`src/rtl/mul_fu.sv`:
```
// mul_fu: iterative shift-add MADD/MSUB unit that holds its result until the result bus grants it
module mul_fu #(
    parameter int INST_ID_BITS   = 6,
    parameter int PRN_BITS       = 6,
    parameter int BITS_PER_CYCLE = 4
) (
    input  logic                    clk,
    input  logic                    rst_n,
    input  logic                    inst_valid,
    input  logic [INST_ID_BITS-1:0] inst_id,
    input  logic [31:0]             inst,
    input  logic [63:0]             op0,
    input  logic [63:0]             op1,
    input  logic [63:0]             op2,
    input  logic [PRN_BITS-1:0]     out_prn,
    input  logic                    flush,
    output logic                    fu_ready,
    output logic                    result_valid,
    input  logic                    result_grant,
    output logic [PRN_BITS-1:0]     peek_prn,
    output logic [63:0]             peek_value,
    output logic [INST_ID_BITS-1:0] done_inst_id
);
    localparam int B = BITS_PER_CYCLE;
    if (!(B == 1 || B == 2 || B == 4 || B == 8)) begin : g_bad_bpc
        $error("BITS_PER_CYCLE must be 1, 2, 4 or 8");
    end
    typedef enum logic [1:0] {IDLE, BUSY, DONE} state_t;
    state_t state, state_n;
    logic [INST_ID_BITS-1:0] tag;
    logic [PRN_BITS-1:0] prn;
    logic [63:0] mcand, mplier, ra, acc, acc_n, res;
    logic [6:0] cnt;
    logic sf, o0, last, accept;
    assign fu_ready     = state == IDLE;
    assign result_valid = state == DONE && !flush;
    assign accept       = state == IDLE && inst_valid && !flush;
    assign last         = cnt == (sf ? 7'(64 / B - 1) : 7'(32 / B - 1));
    always_comb begin
        acc_n = acc + mcand * 64'(mplier[B-1:0]);
        res   = o0 ? ra - acc_n : ra + acc_n;
        state_n = flush ? IDLE
                : accept ? BUSY
                : (state == BUSY && last) ? DONE
                : (state == DONE && result_grant) ? IDLE
                : state;
    end
    always_ff @(posedge clk or negedge rst_n) begin
        if (!rst_n) state <= IDLE;
        else state <= state_n;
    end
    always_ff @(posedge clk or negedge rst_n) begin
        if (!rst_n) begin
            {tag, prn, mcand, mplier, ra, sf, o0, acc, cnt} <= '0;
            {peek_prn, peek_value, done_inst_id} <= '0;
        end else if (accept) begin
            tag    <= inst_id;
            prn    <= out_prn;
            mcand  <= op0;
            mplier <= op1;
            ra     <= op2;
            sf     <= inst[31];
            o0     <= inst[15];
            acc    <= '0;
            cnt    <= '0;
        end else if (state == BUSY && !flush) begin
            acc    <= acc_n;
            mcand  <= mcand << B;
            mplier <= mplier >> B;
            cnt    <= cnt + 7'd1;
            if (last) begin
                peek_value   <= sf ? res : {32'b0, res[31:0]};
                peek_prn     <= prn;
                done_inst_id <= tag;
            end
        end
    end
endmodule

```
`config.mk`:
```
export PLATFORM = sky130hd
export DESIGN_NAME = mul_fu
export DESIGN_NICKNAME = d
export VERILOG_FILES = /design/src/rtl/mul_fu.sv
export SDC_FILE = /design/constraint.sdc
export NUM_CORES = 1
export LEC_CHECK = 0
export ABC_AREA = 1
export CORE_ASPECT_RATIO = 1.4
export CORE_MARGIN = 1.5
export CORE_UTILIZATION = 46
export CTS_CLUSTER_DIAMETER = 40
export DETAILED_ROUTE_END_ITERATION = 10
export PLACE_DENSITY = 0.66
export SETUP_SLACK_MARGIN = 0.02
export SYNTH_ARGS = -nofsm -noshare
export SYNTH_HDL_FRONTEND = slang
export SYNTH_SLANG_ARGS = --single-unit
export TNS_END_PERCENT = 30
```
`constraint.sdc`:
```
create_clock -name clk -period 6.78 [get_ports clk]
set_clock_uncertainty 0.15 [all_clocks]
set_input_delay 1.356 -clock clk [delete_from_list [all_inputs] [get_ports clk]]
set_output_delay 1.356 -clock clk [all_outputs]
set_load 0.01 [all_outputs]
```
# After elaboration in Yosys (flattened, before gate mapping)
# Cells that the tools add are included.
[totals] inputBits=241 word_cells=48 regBits=355 output_inout_bits=78
[op_classes] n_reduce_logical=11 add_sub_neg=4 bitwise=1 muxes=15 mul=1 eq_ne=3
[ops] operator="$mux W64" count=8
[ops] operator="$add A64 B64 Y64" count=2
[ops] operator="$mul A64 B4 Y64" count=1
[ops] operator="$sub A64 B64 Y64" count=1
[ops] operator="$mux W7" count=2
[ops] operator="$mux W2" count=4
[ops] operator="$add A7 B1 Y7 const B" count=1
[ops] operator="$eq A7 B4 Y1" count=1
[ops] operator="$logic_and A1 B1 Y1" count=6
[ops] operator="$mux W4" count=1
[ops] operator="$reduce_bool A4 Y1" count=1
[ops] operator="$reduce_and A3 Y1" count=1
[ops] operator="$eq A2 B1 Y1 const B" count=1
[ops] operator="$eq A2 B2 Y1 const B" count=1
[ops] operator="$logic_not A2 Y1" count=1
[ops] operator="$reduce_bool A2 Y1" count=1
[ops] operator="$logic_not A1 Y1" count=1
[ops] operator="$not A1 Y1" count=1

# Depth between registers and ports, before layout
[depth] ltp_word=6 mapped_depth=46 ltp_nobuf=44

# Least setup slack after synthesis
# No wires, ideal clock.
[synth_timing] kind="register to register" from="register mplier[1]" to="register peek_value[61]" required_time_ns=6.503 slack_ns=0.310 setup_time_ns=0.127 path_buffers=2 arrival_ns=6.194 stages_incl_launch_ff=40 period_less_slack_ns=6.470 path_cell_list="dfrtp_1 -> clkbuf_1 -> clkbuf_1 -> nand2_1 -> fa_1 -> fa_1 -> fa_1 -> inv_1 -> ha_1 -> nand2_1 -> nand2_1 -> nand2_1 -> nand2_1 -> nand2_1 -> nand3_2 -> nand2_1 -> nand2_1 -> nand2_1 -> (+4 left out) -> nand2_2 -> nor3b_2 -> nand3_1 -> nand2_1 -> xor2_1 -> inv_1 -> ha_1 -> nand2_1 -> nor2_1 -> inv_1 -> nor4_1 -> nand3_1 -> nand3_1 -> nand2_1 -> o211ai_1 -> nand4_1 -> a21oi_1 -> o21ai_0"
[synth_between] elab_chain_len=5 word_cells_on_any_way=6 classes_between="add/sub: 3; mul: 1; mux: 2"
[synth_rtl] item="start: declaration" line_no="32" rtl="logic [63:0] mcand, mplier, ra, acc, acc_n, res;"
[synth_rtl] item="start signal: assignment" line_no="60" rtl="mplier <= op1;"
[synth_rtl] item="start signal: assignment" line_no="69" rtl="mplier <= mplier >> B;"
[synth_rtl] item="$mul A64 B4 Y64 (*)" line_no="40" rtl="acc_n = acc + mcand * 64'(mplier[B-1:0]);"
[synth_rtl] item="$add A64 B64 Y64 (*)" line_no="40"
[synth_rtl] item="$add A64 B64 Y64 / $sub A64 B64 Y64 (equally long branches)" line_no="41" rtl="res = o0 ? ra - acc_n : ra + acc_n;"
[synth_rtl] item="$mux W64 (*)" line_no="41"
[synth_rtl] item="$mux W64 (*)" line_no="72" rtl="peek_value <= sf ? res : {32'b0, res[31:0]};"
[synth_rtl] item="end signal: assignment" line_no="72"
[synth_rtl] item="end: declaration" line_no="21" rtl="output logic [63:0] peek_value,"
# Mark *: on every way between the ends. The rest lies on a longest branch, timed or not.
# A chain may end at the register's enable or synchronous reset.

# Worst setup path in the final report
[layout_timing] from="register mplier[1]" to="register peek_value[53]"
# Same word-level chain as after synthesis.

==> impl_metrics.tcl <==
set metrics [dict create \
    slowest_stage "fa_1" \
    outcome "finished, violations left" \
    cts.sinks 355 \
    fin_crit_ps 6920 \
    finalNonFillerCells 6667 \
    hold_class "flip-flop to flip-flop" \
    overflow 0 \
    place_congestion 1.00 \
    r2r_cells 42 \
    async_flop_share_pct 100 \
    finalSetupViolCount 14 \
    clk_latency_ps 650 \
    violations "setup timing" \
    yosysMostFrequentCell "nand2_1" \
    synthAdderAreaFrac_pct 16.6 \
    drv_slew 0 \
    critPathMaxStageDelay_ps 510 \
    synth_edf_count 0 \
    synth-seq-cells 355 \
    die_w_um 226 \
    hp-start "tag[1]" \
    reg2reg_from "mplier[1]" \
    hold_depth 2 \
    vias 33100 \
    synth_xor_area_share_pct 2.63 \
    rsz0062_at_grt "yes" \
    tightest_slew_ps 1240 \
    syn_avg_cell_area_um2 6.72 \
    grt_pass1_vias 33500 \
    reg2reg_slack_ps -140 \
    initial_utilization_pct 46.5 \
    synthDominantCellAreaShare_pct 27.7 \
    period_share_pct 102 \
    synth.area.top_cells "dfrtp_1 (28%), nand2_1 (19%), inv_1 (12%)" \
    ios 319 \
    synth_top_family_by_area "simple AND/OR/NAND/NOR gates" \
    ctsHtreeMaxLevel 2 \
    drt-pass1-iter-count 5 \
    detail_route.wl_per_cell_um 16.5 \
    first_iter_violations 1636 \
    rows 114 \
    ys_types 55 \
    cts_tree "built" \
    startpoint "mplier[1]" \
    postRouteWirelength_um 110000 \
    synth-main-ff-cell "dfrtp_1" \
    hold_viol_final 0 \
    syn_inst 4770 \
    cp.required_ps 7210 \
    io_buffers 288 \
    grtUsageTotal_pct 30.9 \
    synth-simple-area-share_pct 27.7 \
    die_h_um 315 \
    clk_pin_slew_ps 60 \
    synth_nets 5326 \
    cts-buffers-inserted 58 \
    core-area_um2 69000 \
    drtAntennaViolNets 0 \
    path_max_fanout 18 \
    synth_mux_area_share_pct 0 \
    syn_to_final_growth_pct 40.4 \
    synth_compound_area_share_pct 12.0 \
    setup_ws_ps -138 \
    drc 0 \
    cts_buffer_depth 3 \
    dpl.cell_count 6513 \
    clock_tree.root_cell "clkbuf_16" \
    path_class "flip-flop to flip-flop" \
    max-cap-violations 0 \
    fmax_mhz 145 \
    cp_common_cell "nand2_1" \
    setup.worst_path.start_class "flip-flop" \
    seq_area_frac_synth_pct 27.7 \
    worst_setup_path_end_kind "flip-flop" \
    max-slew-margin-rel_pct 17.5 \
    vias_per_cell 4.96 \
    dp_hpwl_um 85100 \
    ys_top_cells_by_count "nand2_1 (1593), inv_1 (1005), dfrtp_1 (355)" \
    hold_end "done_inst_id[1]" \
    yosysTopAreaCell "dfrtp_1" \
    crit_arrival_ps 7350 \
    grt_pass1_wl_um 172000 \
    synth_warnings 0 \
    drive_gt1_share_pct 21.5 \
    synthesis.area_um2 32100 \
    antenna_found_initial 3 \
    rr_endpoint "peek_value[53]" \
    die_area_um2 71300 \
    grt_max_degree 144 \
    fin_nets 6242 \
]
-- worst max-delay path: cells and delay by family, from the launching register on --
kind / cells / cell delay [ps]
buffers and inverters: 10 / 1110
xor gates and xnor gates: 1 / 140
and+or+nand+nor: 20 / 2160
adders and majority gates: 5 / 2010
DFF: 1 / 450
AOI/OAI and AO/OA: 6 / 810
-- cells in the final DEF, fill, tap and decap left out, drive strengths merged, types with 2 or more instances in the layout --
master	synthesis	routed
o211ai	13	13
nand3	172	172
and2	2	2
nand4	42	42
dfrtp	355	355
o21ai	360	360
xnor2	34	34
nand3b	14	14
diode	0	3
or2	5	5
clkdlybuf4s50	0	287
bufinv	0	5
inv	1011	1031
o221ai	52	52
nor2	272	272
nor3	27	27
ha	132	132
o22ai	28	28
nor3b	3	3
clkbuf	118	65
clkinvlp	0	8
buf	14	700
nor4	15	15
a21boi	4	4
o21a	5	5
xor2	58	58
o31ai	3	3
fa	183	183
clkinv	4	17
a21oi	172	172
a21o	14	14
and3	2	2
o2111ai	2	2
o21bai	4	4
nand2	1619	1619
a31oi	26	26
-- worst max path at each step --
stage | slack [ps] | endpoint
after CTS | -70 | peek_value[61]
after detailed placement | -500 | peek_value[53]
after floorplan | 310 | peek_value[61]
after global placement | -380 | peek_value[61]
final | -140 | peek_value[53]
after global routing | -570 | peek_value[53]
-- flip-flops by register name, indices dropped and copies added, names as in the netlist, 6 cells and up --
| name | cells |
|---|---|
| acc | 64 |
| cnt | 7 |
| ra | 64 |
| peek_prn | 6 |
| done_inst_id | 6 |
| mcand | 64 |
| mplier | 64 |
| prn | 6 |
| tag | 6 |
| peek_value | 64 |
-- layout make-up --
class,instances,area [µm²]
Antenna cell,3,7.51
Multi-Input combinational cell,3268,20800
Clock buffer,64,1510
Timing Repair Buffer,988,8310
Fill cell,6272,24000
Inverter,1015,3820
Tap cell,928,1160
Clock inverter,46,517
Sequential cell,355,8890
-- per-layer routing --
layer  global-route usage, %  vias to the layer above  part of all wire [%]
li1                        -                    16500                     -
met1                    36.4                    15500                    40
met2                    54.5                      815                    49
met3                    3.89                      277                   4.1
met4                    16.7                        0                   6.2
met5                       0                        -                     0
-- metrics by stage --
stage	hold WS (ps)	cell area [µm²]	setup TNS, ps	worst slack, ps	util (%)
floorplan	285	32100	0	310	-
global placement	298	40700	-5090	-384	58.9
detailed placement	307	40700	-6970	-498	58.9
CTS	321	43900	-522	-72.6	63.5
global route	331	45000	-9760	-567	65.2
finish	316	45000	-1010	-138	65.2
-- repair_timing --
| action | 4_1_cts | 5_1_grt |
|---|---|---|
| endpoints found under the setup margin | 26 | 39 |
| gates resized for setup | 194 | 239 |
| hold buffers | 0 | 0 |
| buffers inserted | 18 | 21 |
| hold endpoints to repair | 0 | 0 |
| pin swaps | 54 | 78 |
| cloned | 1 | 1 |
-- cells by family (layout without fill, tap and decap cells) --
kind of cell    after synthesis  in the layout
xor+xnor                     93             93
fa+ha+maj                   315            315
simple gates               2173           2173
other cells                   0              3
flops                       355            355
compound gates              687            687
buf+inv                    1147           2113
Power is not shown: default switching activity piles up to over one toggle a cycle in this logic, so the estimate is an artifact.
